--- config.mk ---
export PLATFORM = sky130hd
export DESIGN_NAME = crack_par
export DESIGN_NICKNAME = d
export VERILOG_FILES = /design/src/rtl/crack_pkg.sv /design/src/rtl/crack_scan.sv /design/src/rtl/crack_par.sv
export SDC_FILE = /design/constraint.sdc
export NUM_CORES = 1
export LEC_CHECK = 0
export ABC_AREA = 0
export ABC_CLOCK_PERIOD_IN_PS = 5050
export CORE_UTILIZATION = 44
export DETAILED_ROUTE_END_ITERATION = 8
export GPL_TIMING_DRIVEN = 0
export PLACE_DENSITY = 0.78
export SKIP_LAST_GASP = 1
export SLEW_MARGIN = 30
export SYNTH_ARGS = -nofsm -noshare
export SYNTH_HDL_FRONTEND = slang
export SYNTH_SLANG_ARGS = --single-unit
--- constraint.sdc ---
create_clock -name clk -period 5.05 [get_ports clk]
set_clock_uncertainty 0.1 [all_clocks]
set_input_delay 1.01 -clock clk [delete_from_list [all_inputs] [get_ports clk]]
set_output_delay 1.01 -clock clk [all_outputs]
set_load 0.02 [all_outputs]
--- src/rtl/crack_pkg.sv ---
// Shared types and constants for the crack_par ARC4 key-search core.
package crack_pkg;

  typedef enum logic [3:0] {
    StIdle,
    StArm,
    StRun,
    StLenReq,
    StLenGet,
    StChReq,
    StChGet,
    StCheck,
    StStep,
    StDone
  } crack_state_t;

  localparam logic [7:0] PR_LO_DEF = 8'h20;
  localparam logic [7:0] PR_HI_DEF = 8'h7E;
  localparam logic [7:0] LEN_ADDR  = 8'h00;

  function automatic logic is_printable(input logic [7:0] b, input logic [7:0] lo,
                                        input logic [7:0] hi);
    return (b >= lo) && (b <= hi);
  endfunction

endpackage

--- src/rtl/crack_scan.sv ---
// Length fetch and printable-character scan of one decrypted message.
// done_o pulses in the deciding cycle; pass_o qualifies it.
module crack_scan
  import crack_pkg::*;
#(
  parameter logic [7:0] PR_LO = PR_LO_DEF,
  parameter logic [7:0] PR_HI = PR_HI_DEF
) (
  input  logic       clk,
  input  logic       rst,
  input  logic       kill_i,
  input  logic       start_i,
  output logic       done_o,
  output logic       pass_o,
  output logic [7:0] ct_addr,
  input  logic [7:0] ct_rddata,
  output logic       pt_own,
  output logic [7:0] pt_addr,
  input  logic [7:0] pt_rddata
);

  crack_state_t state_q;
  logic [7:0]   len_q;
  logic [7:0]   idx_q;
  logic [7:0]   byte_q;
  logic         byte_ok;
  logic         last_ch;
  logic         empty_msg;

  assign byte_ok   = is_printable(byte_q, PR_LO, PR_HI);
  assign last_ch   = (idx_q == len_q);
  assign empty_msg = (state_q == StLenGet) && (ct_rddata == 8'd0);

  assign done_o  = empty_msg || (state_q == StCheck && (!byte_ok || last_ch));
  assign pass_o  = empty_msg || (state_q == StCheck && byte_ok && last_ch);
  assign ct_addr = LEN_ADDR;
  assign pt_own  = (state_q == StChReq);
  assign pt_addr = idx_q;

  always_ff @(posedge clk) begin
    if (rst) begin
      state_q <= StIdle;
      len_q   <= 8'd0;
      idx_q   <= 8'd0;
      byte_q  <= 8'd0;
    end else if (kill_i) begin
      state_q <= StIdle;
    end else begin
      case (state_q)
        StIdle:   if (start_i) state_q <= StLenReq;
        StLenReq: state_q <= StLenGet;
        StLenGet: begin
          len_q   <= ct_rddata;
          idx_q   <= 8'd1;
          state_q <= (ct_rddata == 8'd0) ? StIdle : StChReq;
        end
        StChReq:  state_q <= StChGet;
        StChGet: begin
          byte_q  <= pt_rddata;
          state_q <= StCheck;
        end
        StCheck: begin
          if (!byte_ok || last_ch) begin
            state_q <= StIdle;
          end else begin
            idx_q   <= idx_q + 8'd1;
            state_q <= StChReq;
          end
        end
        default:  state_q <= StIdle;
      endcase
    end
  end

endmodule

--- src/rtl/crack_par.sv ---
// ARC4 key-search controller walking KEY_START..KEY_LAST by KEY_STRIDE.
// Define CRACK_ABORT_EN to honour the abort input; otherwise it is ignored.
module crack_par
  import crack_pkg::*;
#(
  parameter int unsigned      KEY_W      = 24,
  parameter logic [KEY_W-1:0] KEY_START  = '0,
  parameter int unsigned      KEY_STRIDE = 1,
  parameter logic [KEY_W-1:0] KEY_LAST   = '1,
  parameter logic [7:0]       PR_LO      = PR_LO_DEF,
  parameter logic [7:0]       PR_HI      = PR_HI_DEF
) (
  input  logic             clk,
  input  logic             rst,
  input  logic             en,
  output logic             rdy,
  input  logic             abort,
  output logic [KEY_W-1:0] key,
  output logic             key_valid,
  output logic             a4_en,
  input  logic             a4_rdy,
  output logic [7:0]       ct_addr,
  input  logic [7:0]       ct_rddata,
  output logic             pt_own,
  output logic [7:0]       pt_addr,
  input  logic [7:0]       pt_rddata
);

  crack_state_t     state_q;
  logic [KEY_W-1:0] key_q;
  logic             kv_q;
  logic             run_seen_q;
  logic [KEY_W:0]   nxt_key;
  logic             abort_hit;
  logic             scan_start;
  logic             scan_done;
  logic             scan_pass;
  logic             scan_win;

  assign rdy = (state_q == StIdle) || (state_q == StDone);

`ifdef CRACK_ABORT_EN
  assign abort_hit = abort && !rdy;
`else
  logic unused_abort;
  assign unused_abort = abort;
  assign abort_hit    = 1'b0;
`endif

  // Extra top bit catches wrap past the end of the key space.
  assign nxt_key    = {1'b0, key_q} + (KEY_W + 1)'(KEY_STRIDE);
  assign scan_start = (state_q == StRun) && run_seen_q && a4_rdy && !abort_hit;
  assign scan_win   = scan_done && scan_pass;

  assign a4_en     = (state_q == StArm) && a4_rdy && !abort_hit && !rst;
  assign key       = key_q;
  assign key_valid = kv_q;

  always_ff @(posedge clk) begin
    if (rst) begin
      state_q    <= StIdle;
      key_q      <= KEY_START;
      kv_q       <= 1'b0;
      run_seen_q <= 1'b0;
    end else if (abort_hit && !scan_win) begin
      state_q <= StDone;
      kv_q    <= 1'b0;
    end else begin
      case (state_q)
        StIdle, StDone: begin
          if (en) begin
            key_q   <= KEY_START;
            kv_q    <= 1'b0;
            state_q <= StArm;
          end
        end
        StArm: begin
          if (a4_rdy) begin
            run_seen_q <= 1'b0;
            state_q    <= StRun;
          end
        end
        // First RUN cycle skipped: a4_rdy may not yet reflect the new start.
        StRun: begin
          if (!run_seen_q) run_seen_q <= 1'b1;
          else if (a4_rdy) state_q <= StLenReq;
        end
        // StLenReq stands for the whole scan handled by crack_scan.
        StLenReq: begin
          if (scan_done) begin
            kv_q    <= scan_pass;
            state_q <= scan_pass ? StDone : StStep;
          end
        end
        StStep: begin
          if (nxt_key > {1'b0, KEY_LAST}) begin
            state_q <= StDone;
          end else begin
            key_q   <= nxt_key[KEY_W-1:0];
            state_q <= StArm;
          end
        end
        default: state_q <= StIdle;
      endcase
    end
  end

  crack_scan #(
    .PR_LO(PR_LO),
    .PR_HI(PR_HI)
  ) u_scan (
    .clk      (clk),
    .rst      (rst),
    .kill_i   (abort_hit),
    .start_i  (scan_start),
    .done_o   (scan_done),
    .pass_o   (scan_pass),
    .ct_addr  (ct_addr),
    .ct_rddata(ct_rddata),
    .pt_own   (pt_own),
    .pt_addr  (pt_addr),
    .pt_rddata(pt_rddata)
  );

endmodule
Word level (Yosys, flattened, before mapping)
Index checks and enable logic that the tools add are counted.
Widths: inputs -> output; s select.
- memory bits (writable): 0
- latch bits: 0
- flip-flop bits (word level): 58
- memories kept: 0
- input bits: 21
- ROM bits: 0
- multiplexer cells: 22
- $mul: 0
- reduce and logical (&&, ||, !) cells: 28
- bitwise gates (word level): 0
- order comparisons: 3
- add/sub/neg operators: 2
- equality and inequality tests: 19
- divide/modulo/power cells: 0
- shift-type cells: 0
- operators by type and width (operator ; count):
    $mux 24 ; 2
    $pmux 24 s2 ; 1
    $mux 4 ; 7
    $add 24x1->25 const B ; 1
    $gt 25x24->1 const B ; 1
    $pmux 4 s6 ; 1
    $pmux 4 s5 ; 1
    $eq 4x3->1 const B ; 4
    $ne 2x2->1 const B ; 8
    $pmux 8 s2 ; 1
    $eq 4x2->1 const B ; 3
    $logic_and 1x1->1 ; 9
    $add 8x1->8 const B ; 1
    $eq 4x4->1 const B ; 2
    $eq 8x8->1 ; 1
    $ge 8x6->1 const B ; 1
    $le 8x7->1 const B ; 1
    $logic_not 4->1 ; 2
    $logic_not 8->1 ; 1
    $mux 8 ; 1
    $reduce_bool 2->1 ; 4
    $mux 3 ; 2
    $reduce_and 3->1 ; 2
    $reduce_and 5->1 ; 1
    7 further kinds ; 16

Longest topological paths before layout
Gate-level depths: netlist (run 1).
- depth in word-level cells: 8
- mapped depth: 11
- gate-level depth less buffers: 8

Cells and area by module
Synthesis (run 1) repeated with hierarchy kept, for this count alone.
- cell total of the unflattened synthesis: 434
- area, all modules: 3502.1 µm²
- by module, submodules not included (module ; instances ; cells an instance ; area each (µm²) ; seq. area each (µm²)):
    crack_par ; 1 ; 265 ; 2084.5 ; 580.6
    crack_scan ; 1 ; 169 ; 1417.6 ; 540.5

Least setup slack after synthesis (run 1)
OpenSTA, ideal clock, no wires.
- path type: reg2reg
- start: reg key_q[0], in the netlist key[0]
- end: reg key_q[13], in the netlist key[13]
- arrival time: 3.064 ns
- stages on the path, launching flop included: 12
- buffers on the path: 3
- path slack: 1.752 ns
- setup time: 0.134 ns
- clock period less this slack: 3.298 ns
- cells stage by stage: dfxtp_1 ha_1 nand3_1 or4_1 clkbuf_1 or3_1 a22o_1 nor4b_4 nand2b_1 buf_4 buf_6 o31ai_1
- longest elaborated chain between the ends: 4
- elaborated cells on any way between the ends: 6
- those cells by class: add/sub: 1; order compare: 1; eq/ne: 1; mux: 2; reduce/logical: 1
- ends and longest elaborated chain (what ; line ; RTL):
    from (decl) ; crack_par.sv:30 ; logic [KEY_W-1:0] key_q;
    from (signal assigned) ; crack_par.sv:99 ; key_q <= nxt_key[KEY_W-1:0];
    $add 24x1->25 (*) ; crack_par.sv:51 ; assign nxt_key = {1'b0, key_q} + (KEY_W + 1)'(KEY_STRIDE);
    $gt 25x24->1 ; crack_par.sv:96 ; if (nxt_key > {1'b0, KEY_LAST}) begin
    $ne 2x2->1 (no source line) ; n/a ;
    $reduce_and 3->1 (no source line) ; n/a ;
Mark *: on every way between the ends. The rest lies on a longest branch, timed or not. The select of a mux whose other input is x is not followed.
A chain may end at the register's enable or synchronous reset.

Worst setup path in the final report (run 1)
- start: reg key_q[0], in the netlist key[0]
- end: reg key_q[14], in the netlist key[14]
Same word-level chain as after synthesis.

==> impl_table.tex, run 1 <==
\begin{tabular}{lr}
\hline
Metric & Value \\
\hline
\multicolumn{2}{l}{\textbf{Outcome}} \\
Violated checks & DRC \\
Outcome & complete, but fails checks \\
\multicolumn{2}{l}{\textbf{Synthesis}} \\
Fraction of synthesized cell area taken by the top area cell type & 0.365 \\
Most common cell in the synthesized netlist & sky130\_fd\_sc\_hd\_\_dfxtp\_1 \\
Number of distinct library cells after synthesis & 54 \\
Post-synth top cells & sky130\_fd\_sc\_hd\_\_dfxtp\_1 (56), sky130\_fd\_sc\_hd\_\_nand2\_1 (41), sky130\_fd\_sc\_hd\_\_nor2\_1 (34), sky130\_fd\_sc\_hd\_\_a21oi\_1 (21) \\
Proportion of synthesized chip area in sequential cells & 0.365 \\
Yosys warnings & 0 \\
Async set-or-reset flop fraction in the synthesized netlist & 0 \\
Avg Synthesized Cell Area & 8.15 um\^{}2 \\
Library cell with the largest summed area after synthesis & sky130\_fd\_sc\_hd\_\_dfxtp\_1 \\
Ranking of synthesized cells by area & sky130\_fd\_sc\_hd\_\_dfxtp\_1 (36\%), sky130\_fd\_sc\_hd\_\_nand2\_1 (5.0\%), sky130\_fd\_sc\_hd\_\_o311ai\_0 (4.6\%) \\
Number of synthesized register bits & 56 \\
Mapped cell area & 3070 um\^{}2 \\
Gate count after technology mapping & between 300 and 400 \\
Main flop type after synthesis & sky130\_fd\_sc\_hd\_\_dfxtp\_1 \\
Number of synthesized flops with an enable pin & 0 \\
\multicolumn{2}{l}{\textbf{Cells and area}} \\
Final Net Count & 470 \\
Number of antenna diodes & 0 \\
Final Instance Count excl. Fillers & $\sim$530 \\
Layout Utilization & 0.569 \\
Synth-to-layout area growth & 25.0\% \\
Layout cells sized above 1 & 0.0583 \\
\multicolumn{2}{l}{\textbf{Worst setup path}} \\
Endpoint class of the critical path & flip-flop \\
Slowest Stage Delay on Critical Path & $\sim$0.55 ns \\
Highest fanout seen on the critical path & 10 \\
Crit-path slowest cell & sky130\_fd\_sc\_hd\_\_or4\_1 \\
Kind of start point of the critical path & flip-flop \\
Arrival time at the worst endpoint & 3.87 ns \\
Worst endpoint required time & around 5.1 ns \\
Start of the worst register-to-register path & key[0] \\
Largest delay contributor family on the critical path & simple AND/OR/NAND/NOR gates \\
Critical path buffer and inverter count & 3 \\
Register-to-register path setup slack & approximately 1.3 ns \\
Worst flop-to-flop path endpoint & key[14] \\
Worst reg2reg path depth & 11 \\
Crit path cell chain & ha\_1, nand3\_1, or4\_1, clkbuf\_1, or3\_1, a22o\_1, nor4b\_4, nand2b\_1, buf\_4, buf\_6, o31ai\_1 \\
Type of the worst setup path & flip-flop to flip-flop \\
\multicolumn{2}{l}{\textbf{Floorplan}} \\
Area enclosed by the die boundary & approximately 7300 um\^{}2 \\
Core Rows & 30 \\
Die Y-Extent & 85.6 um \\
Overall die width & between 80 and 90 um \\
I/O Pins & 65 \\
Placeable core region & $\sim$6800 um\^{}2 \\
Effective utilization at floorplan & 0.455 \\
\multicolumn{2}{l}{\textbf{Global routing}} \\
Maximum number of pins on one net before global-route repair & 17 \\
First-pass GRT wire length & roughly 12000 um \\
Antenna violations before repair & 0 \\
Vias in the first global route & roughly 2700 \\
Aggregate global routing overflow & 0 \\
Gr usage total & 0.206 \\
\multicolumn{2}{l}{\textbf{Power and ir drop}} \\
Worst IR Drop VDD & between 100 and 150 uV \\
Power density relative to cell area & 197 nW/um\^{}2 \\
LEAKAGE & around 0.0013 uW \\
Overall power & $\sim$760 uW \\
\multicolumn{2}{l}{\textbf{Drt}} \\
DRC violation count after routing & 1 \\
Pre-Repair DR Iteration Count & 6 \\
Vias/cell & about 5.7 \\
Initial DRC Count & about 260 \\
Number of nets still failing antenna checks after routing & 0 \\
Final Routed Wirelength & approximately 7400 um \\
Total via count in the routed design & roughly 3000 \\
Routed wire per std cell & 14.1 um \\
\multicolumn{2}{l}{\textbf{Clock network}} \\
Maximum count of clock buffers along a single path & 2 \\
Clock latency of the later-clocked register in the worst-skew pair & roughly 0.3 ns \\
Clk sinks & 56 \\
CTS clock-pin slew for the worst setup and hold paths & $\sim$0.1 ns \\
Clock tree root buffer cell & sky130\_fd\_sc\_hd\_\_clkbuf\_8 \\
Post-CTS resize count & 0 \\
Number of levels the H-tree was split into & 2 \\
Post-CTS Hold Fix Bufs & 0 \\
CTS tree & yes \\
TritonCTS Buffers & 5 \\
Post-CTS setup repair buffer count & 0 \\
\multicolumn{2}{l}{\textbf{Job}} \\
Number of maximum-capacitance violations & 0 \\
\multicolumn{2}{l}{\textbf{Worst hold path}} \\
Class of the tightest hold or removal check & flip-flop to flip-flop \\
Worst Min Path Start & u\_scan.len\_q[0] \\
Hold EP & u\_scan.len\_q[0] \\
Number of cells on the worst hold path & 2 \\
\multicolumn{2}{l}{\textbf{Timing}} \\
Final Setup Violations & 0 \\
Minimum clock period & 3.78 ns \\
Actual slew at the worst max-slew pin & approximately 0.6 ns \\
Fin. max-slew vios & 0 \\
Number of endpoints with negative hold slack in the final report & 0 \\
Period utilisation layout & 0.749 \\
Post-route setup TNS & 0 ns \\
Relative slew margins & 0.589 \\
Fin worst setup slack & 1.27 ns \\
Fmax & 0.264 GHz \\
Setup repair after global routing missed its margin & false \\
\multicolumn{2}{l}{\textbf{Place}} \\
Pre-CTS WS & approximately 1.3 ns \\
Half-perimeter wire length of the detailed placement result & around 5500 um \\
Number of buffer cells added on primary ports & 55 \\
Final Wtd Congestion & between 0.9 and 1 \\
Number of instances in the placed design & 519 \\
\hline
\end{tabular}
[cell type report]
class | count | area [um^2]
multi-input combinational | 288 | 1780
clock buffer | 6 | 82.6
clock inverter | 1 | 8.76
buffer | 31 | 164
tap | 80 | 100
timing repair buffer | 55 | 551
inverter | 9 | 33.8
sequential | 56 | 1120
fill | 639 | 2920
[state kept, by name (all words and copies together), names as in the netlist]
signal and count:
run_seen_q 1, u_scan.byte_q 8, u_scan.state_q 3, u_scan.len_q 8
state_q 3, key 24, u_scan.pt_addr 8, key_valid 1
[how the worst max path moves through the flow]
stage                 from       to  cells after the start
finish              key[0]  key[14]                     11
global route        key[0]  key[13]                     11
CTS                    rst    a4_en                      4
detailed placement     rst    a4_en                      4
global placement       rst    a4_en                      4
floorplan           key[0]  key[13]                     11
[metrics by stage]
| stage | hold WS [ns] | instance area (um^2) |
|---|---|---|
| after floorplan | 0.350 | 3100 |
| after global placement | 0.358 | 3750 |
| after detailed placement | 0.360 | 3750 |
| after CTS | 0.374 | 3840 |
| after global routing | 0.388 | 3840 |
| final | 0.374 | 3840 |
[tightest hold or removal path, cell delays in order, from the launching register on]
cell                      delay [ns]
sky130_fd_sc_hd__dfxtp_1        0.33
sky130_fd_sc_hd__nand2_1        0.05
sky130_fd_sc_hd__a21oi_1        0.05
[layer usage]
metal | global-route usage | vias to the layer above | wire, um
met1 | 0.287 | 1390 | 3600
li1 | - | 1523 | -
met5 | 0 | - | 0
met4 | 0.0667 | 0 | 96
met2 | 0.330 | 85 | 3420
met3 | 0.0269 | 8 | 279
[layout by cell type, fill, tap and decap left out, types with 3 or more instances in the layout]
cell type / instances
sky130_fd_sc_hd__o311ai_0: 16
sky130_fd_sc_hd__nor4_1: 4
sky130_fd_sc_hd__nand4_1: 18
sky130_fd_sc_hd__nor2_1: 34
sky130_fd_sc_hd__and4_1: 3
sky130_fd_sc_hd__o211ai_1: 5
sky130_fd_sc_hd__xor2_1: 8
sky130_fd_sc_hd__mux2i_1: 8
sky130_fd_sc_hd__nand2b_1: 3
sky130_fd_sc_hd__o31ai_1: 18
sky130_fd_sc_hd__and3_1: 6
sky130_fd_sc_hd__nor3_1: 5
sky130_fd_sc_hd__nand2_1: 41
sky130_fd_sc_hd__o21ai_0: 14
sky130_fd_sc_hd__buf_4: 9
sky130_fd_sc_hd__or3_1: 3
sky130_fd_sc_hd__clkbuf_8: 6
sky130_fd_sc_hd__buf_2: 5
sky130_fd_sc_hd__a21oi_1: 21
sky130_fd_sc_hd__ha_1: 3
sky130_fd_sc_hd__inv_1: 9
sky130_fd_sc_hd__and2_1: 8
sky130_fd_sc_hd__clkbuf_1: 16
sky130_fd_sc_hd__clkdlybuf4s50_1: 55
sky130_fd_sc_hd__xnor2_1: 12
sky130_fd_sc_hd__nand3_1: 17
sky130_fd_sc_hd__conb_1: 8
sky130_fd_sc_hd__a211oi_1: 3
sky130_fd_sc_hd__dfxtp_1: 56
[where the power goes]
group          total (uW)  switching [uW]  internal, uW
sequential            446            2.52           443
combinational        60.8            34.9          25.9
clock                 251             142           110
[cell families (layout without fill, tap and decap cells)]
logic type,count (synthesis),count (layout),share of synthesized area
AOI/OAI and AO/OA,97,97,0.220
muxes,8,8,0.0261
xor gates and xnor gates,20,20,0.0570
adders and majority gates,3,3,0.0122
DFF,56,56,0.365
other,1,8,0.00122
and+or+nand+nor,152,152,0.254
buffers and inverters,40,102,0.0643
No activity file was read; power rests on OpenSTA's default activity.
==> run 2, diff against run 1 <==
Settings changed: ABC_CLOCK_PERIOD_IN_PS 5050 to 3600.
Clock period 5.05 ns to 3.6 ns, I/O delays scaled along.
==> run 2 against run 1 <==
  * The flow still finishes with violations (DRC)
  * Sequential power is 40% higher
  * Sequential cell count stayed put
  * First-iteration DRC count is 9.0% lower
  * Die area stayed put
  * Global-route usage hardly changed
  * Cell area is 0.52% higher
  * Critical path type unchanged
  * Critical endpoint is now key[8]
  * Highest routed layer unchanged
==> impl_table.tex, run 2 (same netlist as run 1, synthesis figures left out) <==
\begin{tabular}{lr}
\hline
Metric & Value \\
\hline
\multicolumn{2}{l}{\textbf{Global routing}} \\
First-pass GRT wire length & 12200 um (about the same) \\
Vias in the first global route & 2662 (+0.45\%) \\
Maximum number of pins on one net before global-route repair & 17 (unchanged) \\
Aggregate global routing overflow & 0 (unchanged) \\
Gr usage total & 0.206 (about the same) \\
Antenna violations before repair & 0 (unchanged) \\
\multicolumn{2}{l}{\textbf{Power and ir drop}} \\
LEAKAGE & 0.00135 uW (+0.66\%) \\
Worst IR Drop VDD & 186 uV (+41\%) \\
Power density relative to cell area & 275 nW/um\^{}2 (+40\%) \\
\multicolumn{2}{l}{\textbf{Cells and area}} \\
Number of inserted filler cells in the final layout & 636 (-0.47\%) \\
Final Net Count & 472 (+0.43\%) \\
Number of antenna diodes & 0 (unchanged) \\
Commonest non-fill, non-tap cells in the layout & sky130\_fd\_sc\_hd\_\_clkdlybuf4s50\_1 (55), sky130\_fd\_sc\_hd\_\_dfxtp\_1 (54), sky130\_fd\_sc\_hd\_\_nand2\_1 (41) \\
Flip-flop count of the largest register after layout & 24 (unchanged) \\
Most frequent standard cell in the layout excluding fill and tap cells & sky130\_fd\_sc\_hd\_\_clkdlybuf4s50\_1 \\
Synth-to-layout area growth & 25.7\% \\
Layout cells sized above 1 & 0.0692 (+0.0109) \\
Layout Utilization & 0.571 (+0.00296) \\
\multicolumn{2}{l}{\textbf{Drt}} \\
Routed wire per std cell & 14.0 um (-0.53\%) \\
Initial DRC Count & 233 (-9.0\%) \\
Number of nets still failing antenna checks after routing & 0 (unchanged) \\
Vias/cell & 5.71 (-0.15\%) \\
Final Routed Wirelength & 7390 um (-0.15\%) \\
DRC violation count after routing & 1 (unchanged) \\
Pre-Repair DR Iteration Count & 6 (unchanged) \\
Total via count in the routed design & 3013 (+0.23\%) \\
\multicolumn{2}{l}{\textbf{Worst setup path}} \\
Arrival time at the worst endpoint & 3.50 ns (-0.37 ns) \\
Endpoint class of the critical path & flip-flop \\
Kind of start point of the critical path & flip-flop \\
Type of the worst setup path & flip-flop to flip-flop \\
Highest fanout seen on the critical path & 10 (unchanged) \\
Worst endpoint required time & 3.72 ns (-1.42 ns) \\
\multicolumn{2}{l}{\textbf{Clock network}} \\
Post-CTS Hold Fix Bufs & 0 (unchanged) \\
Number of levels the H-tree was split into & 2 (unchanged) \\
Maximum count of clock buffers along a single path & 2 (unchanged) \\
Clock latency of the later-clocked register in the worst-skew pair & 0.31 ns (about the same) \\
TritonCTS Buffers & 5 (unchanged) \\
Clk sinks & 56 (unchanged) \\
CTS clock-pin slew for the worst setup and hold paths & 0.10 ns (about the same) \\
Clock tree root buffer cell & sky130\_fd\_sc\_hd\_\_clkbuf\_8 \\
CTS tree & yes \\
\multicolumn{2}{l}{\textbf{Timing}} \\
Relative slew margins & 0.608 (+0.0189) \\
Fin. max-slew vios & 0 (unchanged) \\
Setup repair after global routing missed its margin & false \\
Minimum clock period & 3.38 ns (-0.403 ns) \\
Period utilisation layout & 0.939 (+0.190) \\
Post-route setup TNS & 0 ns (unchanged) \\
Fmax & 0.296 GHz (+12\%) \\
Actual slew at the worst max-slew pin & 0.583 ns (-0.0281 ns) \\
Number of endpoints with negative hold slack in the final report & 0 (unchanged) \\
Final Setup Violations & 0 (unchanged) \\
\multicolumn{2}{l}{\textbf{Job}} \\
Number of maximum-capacitance violations & 0 (unchanged) \\
\multicolumn{2}{l}{\textbf{Floorplan}} \\
Die Y-Extent & 85.6 um (unchanged) \\
I/O Pins & 65 (unchanged) \\
Overall die width & 85.6 um (unchanged) \\
Area enclosed by the die boundary & 7320 um\^{}2 (unchanged) \\
Placeable core region & 6760 um\^{}2 (unchanged) \\
Core Rows & 30 (unchanged) \\
Effective utilization at floorplan & 0.455 (unchanged) \\
\multicolumn{2}{l}{\textbf{Outcome}} \\
Violated checks & DRC \\
Outcome & complete, but fails checks \\
\multicolumn{2}{l}{\textbf{Place}} \\
Half-perimeter wire length of the detailed placement result & 5540 um (unchanged) \\
Final Wtd Congestion & 0.916 (unchanged) \\
Number of buffer cells added on primary ports & 55 (unchanged) \\
\multicolumn{2}{l}{\textbf{Worst hold path}} \\
Class of the tightest hold or removal check & flip-flop to flip-flop \\
\hline
\end{tabular}
[run 2: cell count changes in the layout (fill, tap and decap cells not counted)]
| cell | previous run | this run |
|---|---|---|
| sky130_fd_sc_hd__buf_4 | 9 | 11 |
| sky130_fd_sc_hd__dfxtp_1 | 56 | 54 |
| sky130_fd_sc_hd__dfxtp_2 | 0 | 2 |
| sky130_fd_sc_hd__ha_1 | 3 | 2 |
| sky130_fd_sc_hd__ha_2 | 0 | 1 |
[run 2: what timing repair did]
action	CTS	global route
resized for setup	0	3
pin swaps	1	0
setup buffers	2	0
endpoints found under the setup margin	19	21
[run 2: metal layers]
metal	vias up	wire, um	GRT usage
met4	0	60	0.0667
li1	1533	-	-
met1	1394	3640	0.287
met5	-	0	0
met2	81	3440	0.332
met3	5	239	0.0269
[run 2: final timing paths]
check	start	depth (start not counted)	slack, ns	to
worst max-delay path	key[0]	11	0.22	key[8]
worst max register to register	key[0]	11	0.22	key[8]
worst min register to register	u_scan.len_q[0]	2	0.37	u_scan.len_q[0]
worst min-delay path	u_scan.len_q[0]	2	0.37	u_scan.len_q[0]
[run 2: worst max-delay path, cell delays in order (launching register included)]
cell	delay (ns)
sky130_fd_sc_hd__dfxtp_2	0.44
sky130_fd_sc_hd__ha_2	0.28
sky130_fd_sc_hd__nand3_1	0.21
sky130_fd_sc_hd__or4_1	0.55
sky130_fd_sc_hd__clkbuf_1	0.18
sky130_fd_sc_hd__or3_1	0.35
sky130_fd_sc_hd__a22o_1	0.25
sky130_fd_sc_hd__nor4b_4	0.28
sky130_fd_sc_hd__buf_4	0.19
sky130_fd_sc_hd__buf_2	0.23
sky130_fd_sc_hd__o311ai_0	0.14
sky130_fd_sc_hd__o31ai_1	0.10
[run 2: cell type report]
| type | instances | area (um^2) | area share |
|---|---|---|---|
| repair buffers | 57 | 566 | 0.146 |
| flip-flops and latches | 56 | 1120 | 0.291 |
| multi-input cells | 288 | 1780 | 0.462 |
| clock inverters | 1 | 8.76 | 0.00227 |
| clock buffers | 6 | 82.6 | 0.0214 |
| inverters | 9 | 33.8 | 0.00875 |
| plain buffers | 31 | 164 | 0.0424 |
| well taps | 80 | 100 | 0.0259 |
[run 2: report_power, final]
group,switching [uW],internal [uW]
sequential,3.51,622
clock,199,154
combinational,48.9,36.3
total,251,812
[run 2: metrics by stage]
step	cells	worst slack, ns	instance area, um^2	hold WS [ns]	total power [uW]
final	528	0.219	3860	0.374	1060
after global routing	528	0.0301	3860	0.388	1110
after CTS	528	0.0407	3860	0.374	1080
after detailed placement	519	-0.136	3750	0.360	723
after global placement	519	-0.135	3750	0.358	723
after floorplan	384	0.302	3100	0.350	684
==> run 3, diff against run 2 <==
Settings changed: CTS_CLUSTER_DIAMETER set to 30, SLEW_MARGIN 30 to 20.
==> results of run 3 <==
Final layout, timing and power as in run 2 (identical DEF).
